## src/rtl/control_unit.sv

```systemverilog
// control_unit
//   Multicycle main control FSM. Decodes opcode/funct from the IR, steps through
//   fetch / decode / execute / memory / write-back and drives every datapath
//   enable and mux select. The PC-source selector downstream registers its input,
//   so pc_source is presented one state before the state that pulses pc_write.
//
// Ports
//   clk, reset      rising-edge clock, synchronous active-high reset
//   opcode, funct   IR[31:26], IR[5:0]
//   zero            ALU zero flag (sampled only at the end of BRANCH)
//   pc_write        PC load enable
//   pc_source[2:0]  000 PC+4, 001 ALUOut, 010 jump target, 011 reg A, 100 exc vector
//   iord            memory address: 0 PC, 1 ALUOut
//   mem_write       memory write strobe
//   ir_write        IR load enable
//   reg_write       register file write enable
//   reg_dst[1:0]    00 rt, 01 rd, 10 r31
//   mem_to_reg[1:0] 00 ALUOut, 01 MDR, 10 PC
//   alu_src_a       0 PC, 1 reg A
//   alu_src_b[1:0]  00 reg B, 01 const 4, 10 sext imm, 11 sext imm << 2
//   alu_op[2:0]     001 add, 010 sub, 011 and, 100 slt
//   epc_write       EPC load enable
module control_unit (
    input  logic       clk,
    input  logic       reset,
    input  logic [5:0] opcode,
    input  logic [5:0] funct,
    input  logic       zero,
    output logic       pc_write,
    output logic [2:0] pc_source,
    output logic       iord,
    output logic       mem_write,
    output logic       ir_write,
    output logic       reg_write,
    output logic [1:0] reg_dst,
    output logic [1:0] mem_to_reg,
    output logic       alu_src_a,
    output logic [1:0] alu_src_b,
    output logic [2:0] alu_op,
    output logic       epc_write
);

    typedef enum logic [4:0] {
        S_RESET, S_FETCH, S_FETCH_WAIT, S_DECODE,
        S_EXEC_R, S_WB_R, S_EXEC_I, S_WB_I,
        S_ADDR, S_MEM_RD, S_MEM_WAIT, S_WB_LW, S_MEM_WR,
        S_BRANCH, S_BR_WR, S_JAL_LINK, S_JUMP_SEL, S_JUMP_WR,
        S_JR_SEL, S_JR_WR, S_EXC_SEL, S_EXC_WR
    } state_t;

    localparam logic [5:0] OP_RTYPE = 6'h00;
    localparam logic [5:0] OP_J     = 6'h02;
    localparam logic [5:0] OP_JAL   = 6'h03;
    localparam logic [5:0] OP_BEQ   = 6'h04;
    localparam logic [5:0] OP_BNE   = 6'h05;
    localparam logic [5:0] OP_ADDI  = 6'h08;
    localparam logic [5:0] OP_LW    = 6'h23;
    localparam logic [5:0] OP_SW    = 6'h2B;

    localparam logic [5:0] FN_JR    = 6'h08;
    localparam logic [5:0] FN_ADD   = 6'h20;
    localparam logic [5:0] FN_SUB   = 6'h22;
    localparam logic [5:0] FN_AND   = 6'h24;
    localparam logic [5:0] FN_SLT   = 6'h2A;

    localparam logic [2:0] ALU_ADD  = 3'b001;
    localparam logic [2:0] ALU_SUB  = 3'b010;
    localparam logic [2:0] ALU_AND  = 3'b011;
    localparam logic [2:0] ALU_SLT  = 3'b100;

    state_t state_q, state_d;
    logic   zero_q, zero_d;

    // State register
    always_ff @(posedge clk) begin
        if (reset) begin
            state_q <= S_RESET;
            zero_q  <= 1'b0;
        end else begin
            state_q <= state_d;
            zero_q  <= zero_d;
        end
    end

    // Next-state logic
    always_comb begin
        state_d = state_q;
        // zero is only meaningful while BRANCH has the ALU doing A - B
        zero_d  = (state_q == S_BRANCH) ? zero : zero_q;
        case (state_q)
            S_RESET:      state_d = S_FETCH;
            S_FETCH:      state_d = S_FETCH_WAIT;
            S_FETCH_WAIT: state_d = S_DECODE;
            S_DECODE: begin
                case (opcode)
                    OP_RTYPE: begin
                        case (funct)
                            FN_ADD, FN_SUB, FN_AND, FN_SLT: state_d = S_EXEC_R;
                            FN_JR:                          state_d = S_JR_SEL;
                            default:                        state_d = S_EXC_SEL;
                        endcase
                    end
                    OP_LW, OP_SW:   state_d = S_ADDR;
                    OP_BEQ, OP_BNE: state_d = S_BRANCH;
                    OP_J:           state_d = S_JUMP_SEL;
                    OP_JAL:         state_d = S_JAL_LINK;
                    OP_ADDI:        state_d = S_EXEC_I;
                    default:        state_d = S_EXC_SEL;
                endcase
            end
            S_EXEC_R:   state_d = S_WB_R;
            S_WB_R:     state_d = S_FETCH;
            S_EXEC_I:   state_d = S_WB_I;
            S_WB_I:     state_d = S_FETCH;
            S_ADDR:     state_d = (opcode == OP_LW) ? S_MEM_RD : S_MEM_WR;
            S_MEM_RD:   state_d = S_MEM_WAIT;
            S_MEM_WAIT: state_d = S_WB_LW;
            S_WB_LW:    state_d = S_FETCH;
            S_MEM_WR:   state_d = S_FETCH;
            S_BRANCH:   state_d = S_BR_WR;
            S_BR_WR:    state_d = S_FETCH;
            S_JAL_LINK: state_d = S_JUMP_SEL;
            S_JUMP_SEL: state_d = S_JUMP_WR;
            S_JUMP_WR:  state_d = S_FETCH;
            S_JR_SEL:   state_d = S_JR_WR;
            S_JR_WR:    state_d = S_FETCH;
            S_EXC_SEL:  state_d = S_EXC_WR;
            S_EXC_WR:   state_d = S_FETCH;
            default:    state_d = S_RESET;
        endcase
    end

    // Output decode; EXEC_R and BR_WR also look at the IR, which is stable there
    always_comb begin
        pc_write   = 1'b0;
        pc_source  = 3'b000;
        iord       = 1'b0;
        mem_write  = 1'b0;
        ir_write   = 1'b0;
        reg_write  = 1'b0;
        reg_dst    = 2'b00;
        mem_to_reg = 2'b00;
        alu_src_a  = 1'b0;
        alu_src_b  = 2'b00;
        alu_op     = 3'b000;
        epc_write  = 1'b0;
        case (state_q)
            S_FETCH: begin
                alu_src_b = 2'b01;
                alu_op    = ALU_ADD;
            end
            S_FETCH_WAIT: begin
                ir_write = 1'b1;
                pc_write = 1'b1;
            end
            S_DECODE: begin
                alu_src_b = 2'b11;
                alu_op    = ALU_ADD;
            end
            S_EXEC_R: begin
                alu_src_a = 1'b1;
                case (funct)
                    FN_ADD:  alu_op = ALU_ADD;
                    FN_SUB:  alu_op = ALU_SUB;
                    FN_AND:  alu_op = ALU_AND;
                    FN_SLT:  alu_op = ALU_SLT;
                    default: alu_op = 3'b000;
                endcase
            end
            S_WB_R: begin
                reg_write = 1'b1;
                reg_dst   = 2'b01;
            end
            S_EXEC_I, S_ADDR: begin
                alu_src_a = 1'b1;
                alu_src_b = 2'b10;
                alu_op    = ALU_ADD;
            end
            S_WB_I: reg_write = 1'b1;
            S_MEM_RD, S_MEM_WAIT: iord = 1'b1;
            S_WB_LW: begin
                reg_write  = 1'b1;
                mem_to_reg = 2'b01;
            end
            S_MEM_WR: begin
                iord      = 1'b1;
                mem_write = 1'b1;
            end
            S_BRANCH: begin
                alu_src_a = 1'b1;
                alu_op    = ALU_SUB;
                pc_source = 3'b001;
            end
            S_BR_WR: pc_write = ((opcode == OP_BEQ) &  zero_q) |
                                ((opcode == OP_BNE) & ~zero_q);
            S_JAL_LINK: begin
                reg_write  = 1'b1;
                reg_dst    = 2'b10;
                mem_to_reg = 2'b10;
            end
            S_JUMP_SEL: pc_source = 3'b010;
            S_JR_SEL:   pc_source = 3'b011;
            S_EXC_SEL:  pc_source = 3'b100;
            S_JUMP_WR, S_JR_WR: pc_write = 1'b1;
            S_EXC_WR: begin
                pc_write  = 1'b1;
                epc_write = 1'b1;
            end
            default: ;
        endcase
    end

endmodule
```

## config.mk

```make
export PLATFORM = sky130hd
export DESIGN_NAME = control_unit
export DESIGN_NICKNAME = d
export VERILOG_FILES = /design/src/rtl/control_unit.sv
export SDC_FILE = /design/constraint.sdc
export NUM_CORES = 1
export LEC_CHECK = 0
export CELL_PAD_IN_SITES_DETAIL_PLACEMENT = 2
export CELL_PAD_IN_SITES_GLOBAL_PLACEMENT = 2
export CORE_MARGIN = 1
export CORE_UTILIZATION = 24
export CTS_CLUSTER_DIAMETER = 120
export DETAILED_ROUTE_END_ITERATION = 10
export GPL_TIMING_DRIVEN = 0
export PLACE_DENSITY_LB_ADDON = 0.1
export SETUP_SLACK_MARGIN = 0.02
export SYNTH_ARGS = -nofsm -noshare
export SYNTH_HDL_FRONTEND = slang
export SYNTH_SLANG_ARGS = --single-unit
```

## constraint.sdc

```tcl
create_clock -name clk -period 4.7 [get_ports clk]
set_clock_uncertainty 0.15 [all_clocks]
set_input_delay 0.705 -clock clk [delete_from_list [all_inputs] [get_ports clk]]
set_output_delay 0.705 -clock clk [all_outputs]
set_load 0.02 [all_outputs]
```

# After elaboration in Yosys (flattened, before gate mapping)
# Cells that the tools add are included.
[op_classes]
eq_ne = 33
n_mux = 17
bitwise = 4
reduce_logical = 12
[op_table]
columns = ["operator", "n"]
rows = [
  ["$pmux W5 S14", 1],
  ["$eq A5 B4 Y1 const B", 8],
  ["$eq A6 B6 Y1 const B", 6],
  ["$eq A5 B5 Y1 const B", 6],
  ["$pmux W5 S6", 1],
  ["$pmux W3 S4", 2],
  ["$eq A5 B3 Y1 const B", 4],
  ["$reduce_or A4 Y1", 5],
  ["$eq A6 B2 Y1 const B", 2],
  ["$eq A6 B3 Y1 const B", 2],
  ["$eq A6 B4 Y1 const B", 2],
  ["$eq A5 B2 Y1 const B", 2],
  ["$pmux W5 S2", 1],
  ["$pmux W3 S3", 1],
  ["$reduce_or A9 Y1", 1],
  ["$pmux W2 S2", 2],
  ["$logic_not A6 Y1", 1],
  ["$mux W1", 6],
  ["$pmux W2 S3", 1],
  ["$reduce_or A2 Y1", 3],
  ["$eq A5 B1 Y1 const B", 1],
  ["$logic_not A5 Y1", 1],
  ["$mux W3", 1],
  ["$reduce_or A3 Y1", 1],
  ["other kinds (4)", 5],
]
[totals]
ff_bits = 6
in_bits = 15
out_inout_bits = 19

# Depth between registers and ports, before layout
[depth]
depth_word = 5
depth_mapped = 6

# Worst setup path after synthesis
# OpenSTA, ideal clock, no wires.
[synth_path]
kind = "in2out"
from = "input port funct[0]"
to = "output port alu_op[0]"
t_arrival_ps = 1995
required_time_ps = 3845
setup_slack_ps = 1850
cell_stages = 4
path_buffers = 0
cell_sequence = "or3b_1 -> or2_1 -> or4_1 -> o21ai_0"
[synth_between]
elab_chain_cells = 3
word_cells_on_any_way = 6
cone_classes = "4 x eq/ne; 2 x mux"
[synth_lines]
columns = ["element", "line", "source"]
rows = [
  ["from (decl)", "27", "input logic [5:0] funct,"],
  ["$eq A6 B6 Y1", "162", "case (funct)"],
  ["$pmux W3 S4 (*)", "162", ""],
  ["$pmux W3 S3 (*)", "147", "case (state_q)"],
  ["to (decl)", "39", "output logic [2:0] alu_op,"],
]
# Mark *: on every way between the ends. The rest lies on a longest branch, timed or not.

# Final worst setup path
[layout_path]
from = "input port funct[5]"
to = "output port alu_op[0]"
# Same word-level chain as after synthesis.

==> impl_metrics.toml <==
[detailed_routing]
met3_length_um = 154
drt_pass1_iterations = 4
num_vias = 1172
wl_met1_um = 1840
wire_per_inst_um = 18.0
top_layer = "met4"
detail-route-antenna-nets = 0
first_iter_violations = 35
wl_met2_um = 1810
via_per_inst = 5.53
routed_wl_um = 3810
route.detailed.drc = 0

[clocking]
htree_num_levels = 1
numClockSinks = 6
clk_pin_slew_worst_paths_ns = 0.04
postCtsSetupBuffers = 0
clkLatencyLatePin_ns = 0.22
numCtsBuffers = 3
cts_hold_buf = 0
root_buffer = "clkbuf_8"
tritoncts = "yes"
post_cts_resized = 0
clk_path_buf_depth = 2

[grt]
grt_max_degree = 11
grt_pass1_wl_um = 6400
grt.total_usage = 0.202
antenna_found_initial = 0
grt_pass1_vias = 1276
grt_overflow = 0

[layout]
multi_input_comb_area_um2 = 708
drive_gt1_frac = 0.0783
syn_to_final_growth_pct = 45.2
fin_nets = 183
fill_cells = 413
antenna_cells = 0
finalNonFillerCells = 212
register_area_um2 = 120

[logic_synthesis]
synth_edf_count = 0
synthAdderAreaFrac = 0.0111
yosysSeqAreaShare = 0.133
yosysWarningCount = 0
synth-xor-area-share = 0.0484
synth_flop_cell = "dfxtp_1"
syn_avg_cell_area_um2 = 6.85
syn_inst = 132
synth-simple-area-share = 0.396
synth_area_um2 = 905
async_flop_share = 0
synth_top_family_by_area = "simple AND/OR/NAND/NOR gates"
synth_nets = 147
ys_ff_latch = 6
synth-compound-area-share = 0.315
synth.mux.area_fraction = 0.0124
synth_cell_types = 45

[critical_path]
worstSetupPathType = "input port to output port"
reg2regPathDepth = 5
cpPeakStageDelay_ns = 0.62
critPathArrivalTime_ns = 3.04
r2r_start = "state_q[4]$_SDFF_PP0_"
crit_path_start = "funct[5]"
path_common_cell = "clkdlybuf4s50_1"
path_max_fanout = 3
path_cells = "clkdlybuf4s50_1 -> or3b_1 -> or2_1 -> or4_1 -> o21ai_0 -> clkdlybuf4s50_1"
required_ns = 3.85
crit_path_start_kind = "input port"
cp-end-kind = "output port"
slowest_stage = "clkdlybuf4s50_1"

[timing]
fin_crit_ns = 3.90
tightest_slew_ns = 0.581
setup_tns_ns = 0
fmax_mhz = 257
whs_ns = 0.360
post-route-period-util = 0.829
slew_headroom = 0.610
rsz0062_at_grt = "no"
hold_violations = 0
setup_viol = 0
worst_slack_ns = 0.803
final_max_slew_viol_count = 0

[worst_hold_path]
worstHoldStart = "zero_q$_SDFFE_PP0P_"
hold_path_class = "register to register"
holdPathStages = 2

[die]
num_io_pins = 34
die_h_um = 63.4
coreArea_um2 = 3470
row_count = 21
dieArea_um2 = 4020
fp.dieW_um = 63.4
start_util = 0.261

[power]
pwr_density_cell_nw_per_um2 = 201
p_leak_uw = 0.000441
peakVddDrop_mv = 0.221

[flow_run]
maxCapViolCount = 0

[place]
place.detailed.hpwl_um = 2970
dpl_worst_slack_ns = 0.773
gp_congestion = 0.849
io_buffers = 31
dp_cells = 209

[status]
outcome = "finished, final reports clean"
[final cells by class]
type | count | share of cell area
clock buffer | 3 | 0.0314
inverter | 4 | 0.0114
buffer | 12 | 0.0467
tap | 46 | 0.0438
sequential | 6 | 0.0914
multi-input combinational | 110 | 0.539
timing repair buffer | 31 | 0.236
[cells in the final DEF, fill, tap and decap left out, types with 4 or more instances in the layout]
cell type	count
a21oi_1	7
a31oi_1	4
buf_2	4
clkbuf_1	4
clkdlybuf4s50_1	31
dfxtp_1	6
inv_1	4
nand2_1	6
nand2b_1	7
nor2_1	14
nor3_1	12
nor3b_1	5
o21ai_0	6
xor2_1	4
[cell usage after synthesis, types with 4 or more instances]
cell type | n | area share
nor2_1 | 14 | 0.058
nor3_1 | 12 | 0.066
a21oi_1 | 7 | 0.039
nand2b_1 | 7 | 0.048
dfxtp_1 | 6 | 0.13
nand2_1 | 6 | 0.025
o21ai_0 | 6 | 0.033
nor3b_1 | 5 | 0.041
a31oi_1 | 4 | 0.028
buf_2 | 4 | 0.022
clkbuf_1 | 4 | 0.017
inv_1 | 4 | 0.017
xor2_1 | 4 | 0.039
[through the flow]
stage / total power (uW) / util / area, um2
global placement: 183 / 0.367 / 1270
global route: 281 / 0.379 / 1310
detailed placement: 187 / 0.367 / 1270
finish: 265 / 0.379 / 1310
floorplan: 134 / - / 905
CTS: 265 / 0.379 / 1310
[routing by layer]
layer,track usage,up-vias
met5,0,-
met4,0.0170,0
met3,0.0435,2
met2,0.348,30
met1,0.263,574
li1,-,566
[critical path: cells and delay by family]
kind	cells	cell delay [ns]
buffers and inverters	2	1.12
and+or+nand+nor	3	1.12
AOI/OAI and AO/OA	1	0.09
[registers in the layout, summed over array words and instances (netlist names)]
name and cells:
zero_q 1, state_q 5
[final timing paths]
kind                                         endpoint  slack (ns)
worst min register to register    zero_q$_SDFFE_PP0P_        0.36
worst max register to register  state_q[4]$_SDFF_PP0_        2.86
worst max-delay path                        alu_op[0]        0.80
worst min-delay path              zero_q$_SDFFE_PP0P_        0.36
[power by group]
part / switching, uW / internal, uW
combinational: 75.5 / 53.6
sequential: 3.21 / 55.2
clock: 22.0 / 55.0
total: 101 / 164
[kinds of logic (layout without fill, tap and decap cells)]
logic type,count (synthesis),count (layout)
xor gates and xnor gates,5,5
DFF,6,6
muxes,1,1
and+or+nand+nor,62,62
adders and majority gates,1,1
AOI/OAI and AO/OA,41,41
buffers and inverters,16,50
(Power assumes the default switching activity.)
==> variant 1 (same flow settings) <==
Register the inputs `opcode`, `funct` and `zero` before use, with the module's reset. The logic sees them one clock later. Comments in the files are not updated.
--- a/src/rtl/control_unit.sv
+++ b/src/rtl/control_unit.sv
@@ -68,6 +68,22 @@
     localparam logic [2:0] ALU_AND  = 3'b011;
     localparam logic [2:0] ALU_SLT  = 3'b100;
 
+    logic [5:0] opcode_q;
+    logic [5:0] funct_q;
+    logic zero_r;
+
+    always_ff @(posedge clk) begin
+        if (reset) begin
+            opcode_q <= '0;
+            funct_q  <= '0;
+            zero_r   <= '0;
+        end else begin
+            opcode_q <= opcode;
+            funct_q  <= funct;
+            zero_r   <= zero;
+        end
+    end
+
     state_t state_q, state_d;
     logic   zero_q, zero_d;
 
@@ -86,15 +102,15 @@
     always_comb begin
         state_d = state_q;
         // zero is only meaningful while BRANCH has the ALU doing A - B
-        zero_d  = (state_q == S_BRANCH) ? zero : zero_q;
+        zero_d  = (state_q == S_BRANCH) ? zero_r : zero_q;
         case (state_q)
             S_RESET:      state_d = S_FETCH;
             S_FETCH:      state_d = S_FETCH_WAIT;
             S_FETCH_WAIT: state_d = S_DECODE;
             S_DECODE: begin
-                case (opcode)
+                case (opcode_q)
                     OP_RTYPE: begin
-                        case (funct)
+                        case (funct_q)
                             FN_ADD, FN_SUB, FN_AND, FN_SLT: state_d = S_EXEC_R;
                             FN_JR:                          state_d = S_JR_SEL;
                             default:                        state_d = S_EXC_SEL;
@@ -112,7 +128,7 @@
             S_WB_R:     state_d = S_FETCH;
             S_EXEC_I:   state_d = S_WB_I;
             S_WB_I:     state_d = S_FETCH;
-            S_ADDR:     state_d = (opcode == OP_LW) ? S_MEM_RD : S_MEM_WR;
+            S_ADDR:     state_d = (opcode_q == OP_LW) ? S_MEM_RD : S_MEM_WR;
             S_MEM_RD:   state_d = S_MEM_WAIT;
             S_MEM_WAIT: state_d = S_WB_LW;
             S_WB_LW:    state_d = S_FETCH;
@@ -159,7 +175,7 @@
             end
             S_EXEC_R: begin
                 alu_src_a = 1'b1;
-                case (funct)
+                case (funct_q)
                     FN_ADD:  alu_op = ALU_ADD;
                     FN_SUB:  alu_op = ALU_SUB;
                     FN_AND:  alu_op = ALU_AND;
@@ -191,8 +207,8 @@
                 alu_op    = ALU_SUB;
                 pc_source = 3'b001;
             end
-            S_BR_WR: pc_write = ((opcode == OP_BEQ) &  zero_q) |
-                                ((opcode == OP_BNE) & ~zero_q);
+            S_BR_WR: pc_write = ((opcode_q == OP_BEQ) &  zero_q) |
+                                ((opcode_q == OP_BNE) & ~zero_q);
             S_JAL_LINK: begin
                 reg_write  = 1'b1;
                 reg_dst    = 2'b10;
Function: changed (a bounded check fails within 10 cycles, from zero or initial values and one cycle with reset high).
==> variant 1 against the unedited design <==
Routed wire length up 13%; die area up 38%; combinational power rose to 2.6 times the old value; total power up 140%; worst setup slack better by 0.54 ns; global-route usage down 3.2 points; sequential cell count up 13; synthesized area up 40%; clock power up 49%; critical path depth unchanged; cell area up 31%; fmax up 16%; synthesized cell count up 28%; critical path type is now reg2out; largest cell class unchanged.
==> variant 1: results (changes against the unedited design) <==
status=finished, final reports clean (unchanged); Final Wtd Congestion=0.8042 (was 0.8486); first-pass GRT wire length=7065 um (was 6403 um); post-synthesis xor/xnor area fraction=2.770% (was 4.841%); Max rail drop VDD=146.9 uV (was 220.6 uV); Worst Path Arrival=2.50 ns (was 3.04 ns); Root Driver=clkbuf_8 (unchanged); R2R cell count=5 (unchanged); most instantiated cells after synthesis=dfxtp_1 (19), nor2_1 (18), nor2b_1 (16) (was nor2_1 (14), nor3_1 (12), a21oi_1 (7), nand2b_1 (7)); Post-CTS Repair Setup Buffers=0 (unchanged); global-route met2 utilization=30.93% (was 34.84%); Post-synth ARST share=0% (unchanged); clock buffer count from CTS=3 (unchanged); Clock Pin Slew Worst Setup and Hold Paths=0.07 ns (was 0.04 ns); Leak Pwr=0.5879 nW (was 0.4414 nW); met1 Use GR=20.38% (was 26.33%); Post-DP HPWL=3369 um (was 2974 um); Synth Area in Compound Gates=21.27% (was 31.54%); Hold Path Stages=2 (unchanged); Yosys cell types=45 (unchanged); Regs by FF count=funct_q (6), opcode_q (6), state_q (5) (was state_q (5), zero_q (1)); vias in the first global route=1441 (was 1276); net count after synthesis=184 (was 147); insertion delay to the later sink of the worst-skew pair=0.26 ns (was 0.22 ns); slew margin rel.=56.03% (was 60.99%); ys flop type=dfxtp_1 (unchanged); Ys Warns=0 (unchanged); sw power=0.2673 mW (was 0.1008 mW); min-delay worst type=reg2reg (unchanged); antenna violations before repair=0 (unchanged); # H-tree levels=1 (unchanged); final net count=221 (was 183); 1st-iter DRT viols=64 (was 35); post-synthesis adder-cell area fraction=0.7913% (was 1.107%); sequential area share after synthesis=30.07% (was 13.28%); Via-to-Cell Ratio=5.022 (was 5.528); FILL cells=603 (was 413); Clock Path Buffers=2 (unchanged); met3 usage=2.168% (was 4.348%); # diodes=0 (unchanged); Pre-Repair DR Iteration Count=4 (unchanged); cts repair resizes=0 (unchanged); gr usage total=16.96% (was 20.17%); Buffers on Ports=32 (was 31); synth top area cells=dfxtp_1 (30%), nor2b_1 (7.9%), nor2_1 (5.3%), nor3_1 (4.0%), clkbuf_1 (3.9%) (was dfxtp_1 (13%), nor3_1 (6.6%), nor2_1 (5.8%), nand2b_1 (4.8%), nor3b_1 (4.1%)); Setup WS pre-CTS=1.606 ns (was 0.7735 ns); share of cells above drive strength 1=4.878% (was 7.831%); Routed WL=4323 um (was 3812 um); worst-path fanout max=9 (was 3); proportion of synthesized area in mux cells=1.583% (was 1.245%); pin count of the biggest net entering global routing=12 (was 11)
[variant 1: cells by family after synthesis]
kind of cell,count (synthesis)
XOR/XNOR,4
adder cells (fa/ha/maj),1
AND/OR/NAND/NOR,83
buffers and inverters,20
AO/OA/AOI/OAI,40
flip-flops,19
multiplexers,2
[variant 1: area by class of cell]
type / count / area (sq um) / share of cell area, %
Buffer: 17 / 83.83 / 4.876
Clock buffer: 3 / 41.29 / 2.402
Clock inverter: 1 / 5.005 / 0.2911
Inverter: 3 / 11.26 / 0.6550
Multi-Input combinational cell: 130 / 789.5 / 45.92
Sequential cell: 19 / 380.4 / 22.13
Tap cell: 70 / 87.58 / 5.095
Timing Repair Buffer: 32 / 320.3 / 18.63
[variant 1: path summary, 6_finish.rpt]
kind / slack (ns) / endpoint / from
worst max register to register: 2.69 / state_q[1]$_SDFF_PP0_ / state_q[2]$_SDFF_PP0_
worst max-delay path: 1.35 / alu_op[0] / state_q[0]$_SDFF_PP0_
worst min-delay path: 0.33 / zero_q$_SDFFE_PP0P_ / zero_r$_SDFF_PP0_
worst min register to register: 0.33 / zero_q$_SDFFE_PP0P_ / zero_r$_SDFF_PP0_
[variant 1: layer usage]
layer / part of all wire, % / routed length, um
met1: 45 / 1924
met2: 51 / 2185
met3: 3.1 / 132
met4: 1.9 / 82
met5: 0 / 0
[variant 1: through the flow]
step	cells	instance area (sq um)	hold WS [ns]	power, mW
floorplan	169	1265	0.2865	0.4043
global placement	271	1673	0.2977	0.5139
detailed placement	271	1673	0.3228	0.5245
CTS	275	1719	0.3404	0.6414
global route	275	1719	0.3603	0.6828
finish	275	1719	0.3349	0.6349
[variant 1: worst max-delay path, cell delays in order, from the launching register on]
cell and delay, ns:
dfxtp_1 0.30, buf_2 0.16, or2_1 0.23, buf_6 0.13, or4_4 0.52, o32ai_1 0.24
clkdlybuf4s50_1 0.65
[variant 1: power by group through the flow]
stage	Clock [mW]	Sequential (mW)	Combinational [mW]
4_1_cts	0.120	0.191	0.331
6_report	0.115	0.191	0.329
5_1_grt	0.128	0.193	0.362
3_5_place_dp	0	0.195	0.330
3_3_place_gp	0	0.193	0.320
2_1_floorplan	0	0.190	0.214
==> variant 2 (same settings) <==
Without the edit above. Register the output `ir_write`, with the module's reset; this adds one clock of latency there. The other outputs are not delayed to match.
--- a/src/rtl/control_unit.sv
+++ b/src/rtl/control_unit.sv
@@ -68,6 +68,8 @@
     localparam logic [2:0] ALU_AND  = 3'b011;
     localparam logic [2:0] ALU_SLT  = 3'b100;
 
+    logic ir_write_d;
+
     state_t state_q, state_d;
     logic   zero_q, zero_d;
 
@@ -136,7 +138,7 @@
         pc_source  = 3'b000;
         iord       = 1'b0;
         mem_write  = 1'b0;
-        ir_write   = 1'b0;
+        ir_write_d = 1'b0;
         reg_write  = 1'b0;
         reg_dst    = 2'b00;
         mem_to_reg = 2'b00;
@@ -150,7 +152,7 @@
                 alu_op    = ALU_ADD;
             end
             S_FETCH_WAIT: begin
-                ir_write = 1'b1;
+                ir_write_d = 1'b1;
                 pc_write = 1'b1;
             end
             S_DECODE: begin
@@ -210,4 +212,12 @@
         endcase
     end
 
+    always_ff @(posedge clk) begin
+        if (reset) begin
+            ir_write <= '0;
+        end else begin
+            ir_write <= ir_write_d;
+        end
+    end
+
 endmodule
Function: changed (Yosys sat finds a counterexample within 4 cycles, from zero or initial values and one cycle with reset high).
==> variant 2 against the unedited design <==
Worst setup slack gained 0.15 ns; first-iteration DRC count increased by 17%; sequential cell count grew 1; worst hold slack improved by 0.029 ns; cell area is 3.4% higher; routed wire length is 5.3% higher; synthesized area increased by 5.3%; fmax up 4.1%.
Power is not compared: it rests on default switching activity, and its combinational part moved more than twofold at a synthesized area within 25%.
==> variant 2: results (changes against the unedited design) <==
Yosys cell types=50 (was 45); first-pass GRT wire length=6858 um (was 6403 um); gr usage total=21.61% (was 20.17%); Post-DP HPWL=3151 um (was 2974 um); Clock Path Buffers=2 (unchanged); CP startpoint=funct[5] (unchanged); worst-path fanout max=4 (was 3); net count after synthesis=154 (was 147); cts repair resizes=0 (unchanged); ys flop type=dfxtp_1 (unchanged); synth top area cells=dfxtp_1 (15%), nor2_1 (6.3%), a21oi_1 (4.7%), nor3_1 (4.7%), nand2b_1 (3.9%) (was dfxtp_1 (13%), nor3_1 (6.6%), nor2_1 (5.8%), nand2b_1 (4.8%), nor3b_1 (4.1%)); min-delay worst type=reg2reg (unchanged); R2R cell count=5 (unchanged); Post-CTS Repair Setup Buffers=0 (unchanged); Pre-Repair DR Iteration Count=4 (unchanged); Mapped Cells=139 (was 132); Leak Pwr=0.4622 nW; Buffers on Ports=30 (was 31); hold slack=0.3891 ns (was 0.3603 ns); proportion of synthesized area in mux cells=4.599% (was 1.245%); Ys Warns=0 (unchanged); # setup viols final=0 (unchanged); Routed WL=4015 um (was 3812 um); Placed Area=0.001313 sq mm (was 0.001272 sq mm); Reg2Reg Setup Slack=2.94 ns (was 2.86 ns); post-synthesis adder-cell area fraction=1.051% (was 1.107%); share of cells above drive strength 1=11.56% (was 7.831%); Via-to-Cell Ratio=5.489 (was 5.528); 1st-iter DRT viols=41 (was 35); status=finished, final reports clean (unchanged); Post-synth ARST share=0% (unchanged); Finished Layout Cells=221 (was 212); reg2reg start=state_q[0]$_SDFF_PP0_ (was state_q[4]$_SDFF_PP0_); Worst Path Arrival=2.89 ns (was 3.04 ns); Final Wtd Congestion=0.8122 (was 0.8486); Root Driver=clkbuf_8 (unchanged); vias in the first global route=1291 (was 1276); FILL cells=460 (was 413); Synth Area in Compound Gates=30.62% (was 31.54%); pin count of the biggest net entering global routing=11 (unchanged); insertion delay to the later sink of the worst-skew pair=0.24 ns (was 0.22 ns); sequential area share after synthesis=14.72% (was 13.28%); global-route met2 utilization=36.20% (was 34.84%); Clock Pin Slew Worst Setup and Hold Paths=0.04 ns (about the same); worst slew pin tran=0.5077 ns (was 0.5807 ns); # diodes=0 (unchanged); met3 usage=4.049% (was 4.348%); final net count=189 (was 183); # H-tree levels=1 (unchanged); hold wc startpoint=zero_q$_SDFFE_PP0P_ (unchanged); Regs by FF count=state_q (5), ir_write (1), zero_q (1) (was state_q (5), zero_q (1)); most instantiated cells after synthesis=nor2_1 (16), a21oi_1 (9), nor3_1 (9) (was nor2_1 (14), nor3_1 (12), a21oi_1 (7), nand2b_1 (7)); post-synthesis xor/xnor area fraction=2.760% (was 4.841%); met1 Use GR=28.12% (was 26.33%); clock buffer count from CTS=3 (unchanged); Hold Path Stages=2 (unchanged); antenna violations before repair=0 (unchanged); Max rail drop VDD=215.7 uV
[variant 2: changes by cell type after synthesis, sizes merged, moves of 3 or more]
cell     unedited run  this run
o2111ai             3         0
nor3b               5         1
nand3               2         6
nor2b               0         3
o32ai               0         3
[variant 2: layout make-up]
class	count	area, sq um	area share (%)
clock buffer	3	41.29	3.039
inverter	4	15.01	1.105
sequential	7	140.1	10.31
timing repair buffer	30	300.3	22.10
buffer	12	57.56	4.236
multi-input combinational	116	739.5	54.42
clock inverter	1	5.005	0.3683
tap	48	60.06	4.420
[variant 2: worst paths after layout]
path	endpoint
worst max register to register	zero_q$_SDFFE_PP0P_
worst max-delay path	alu_op[0]
worst min-delay path	zero_q$_SDFFE_PP0P_
worst min register to register	zero_q$_SDFFE_PP0P_
[variant 2: kinds of logic after synthesis]
group,after synthesis
simple gates,66
compound gates,42
buf+inv,16
flops,7
mux,4
xor+xnor,3
fa+ha+maj,1
[variant 2: critical path, cell delays in order]
cell and delay, ns:
clkdlybuf4s50_1 0.48, or3b_1 0.43, nor3_1 0.24, o21bai_1 0.10, a311oi_1 0.29, clkdlybuf4s50_1 0.65
[variant 2: per-stage QoR]
stage	worst slack (ns)	total power [mW]
5_1_grt	0.8608	0.5777
2_1_floorplan	1.889	0.3136
6_report	0.9555	0.5323
3_3_place_gp	0.9568	0.4398
4_1_cts	0.9450	0.5382
3_5_place_dp	0.9344	0.4443
[variant 2: layer usage]
layer | wire length [um] | up-vias
met4 | 40 | 0
li1 | - | 584
met2 | 2011 | 29
met5 | 0 | -
met3 | 167 | 4
met1 | 1795 | 596
[variant 2: where the power goes]
group	leakage (nW)	total (mW)	internal, mW	switching [mW]
Clock	0.0255	0.0877	0.0577	0.0300
Sequential	0.0571	0.0844	0.0732	0.0112
Combinational	0.380	0.360	0.141	0.219
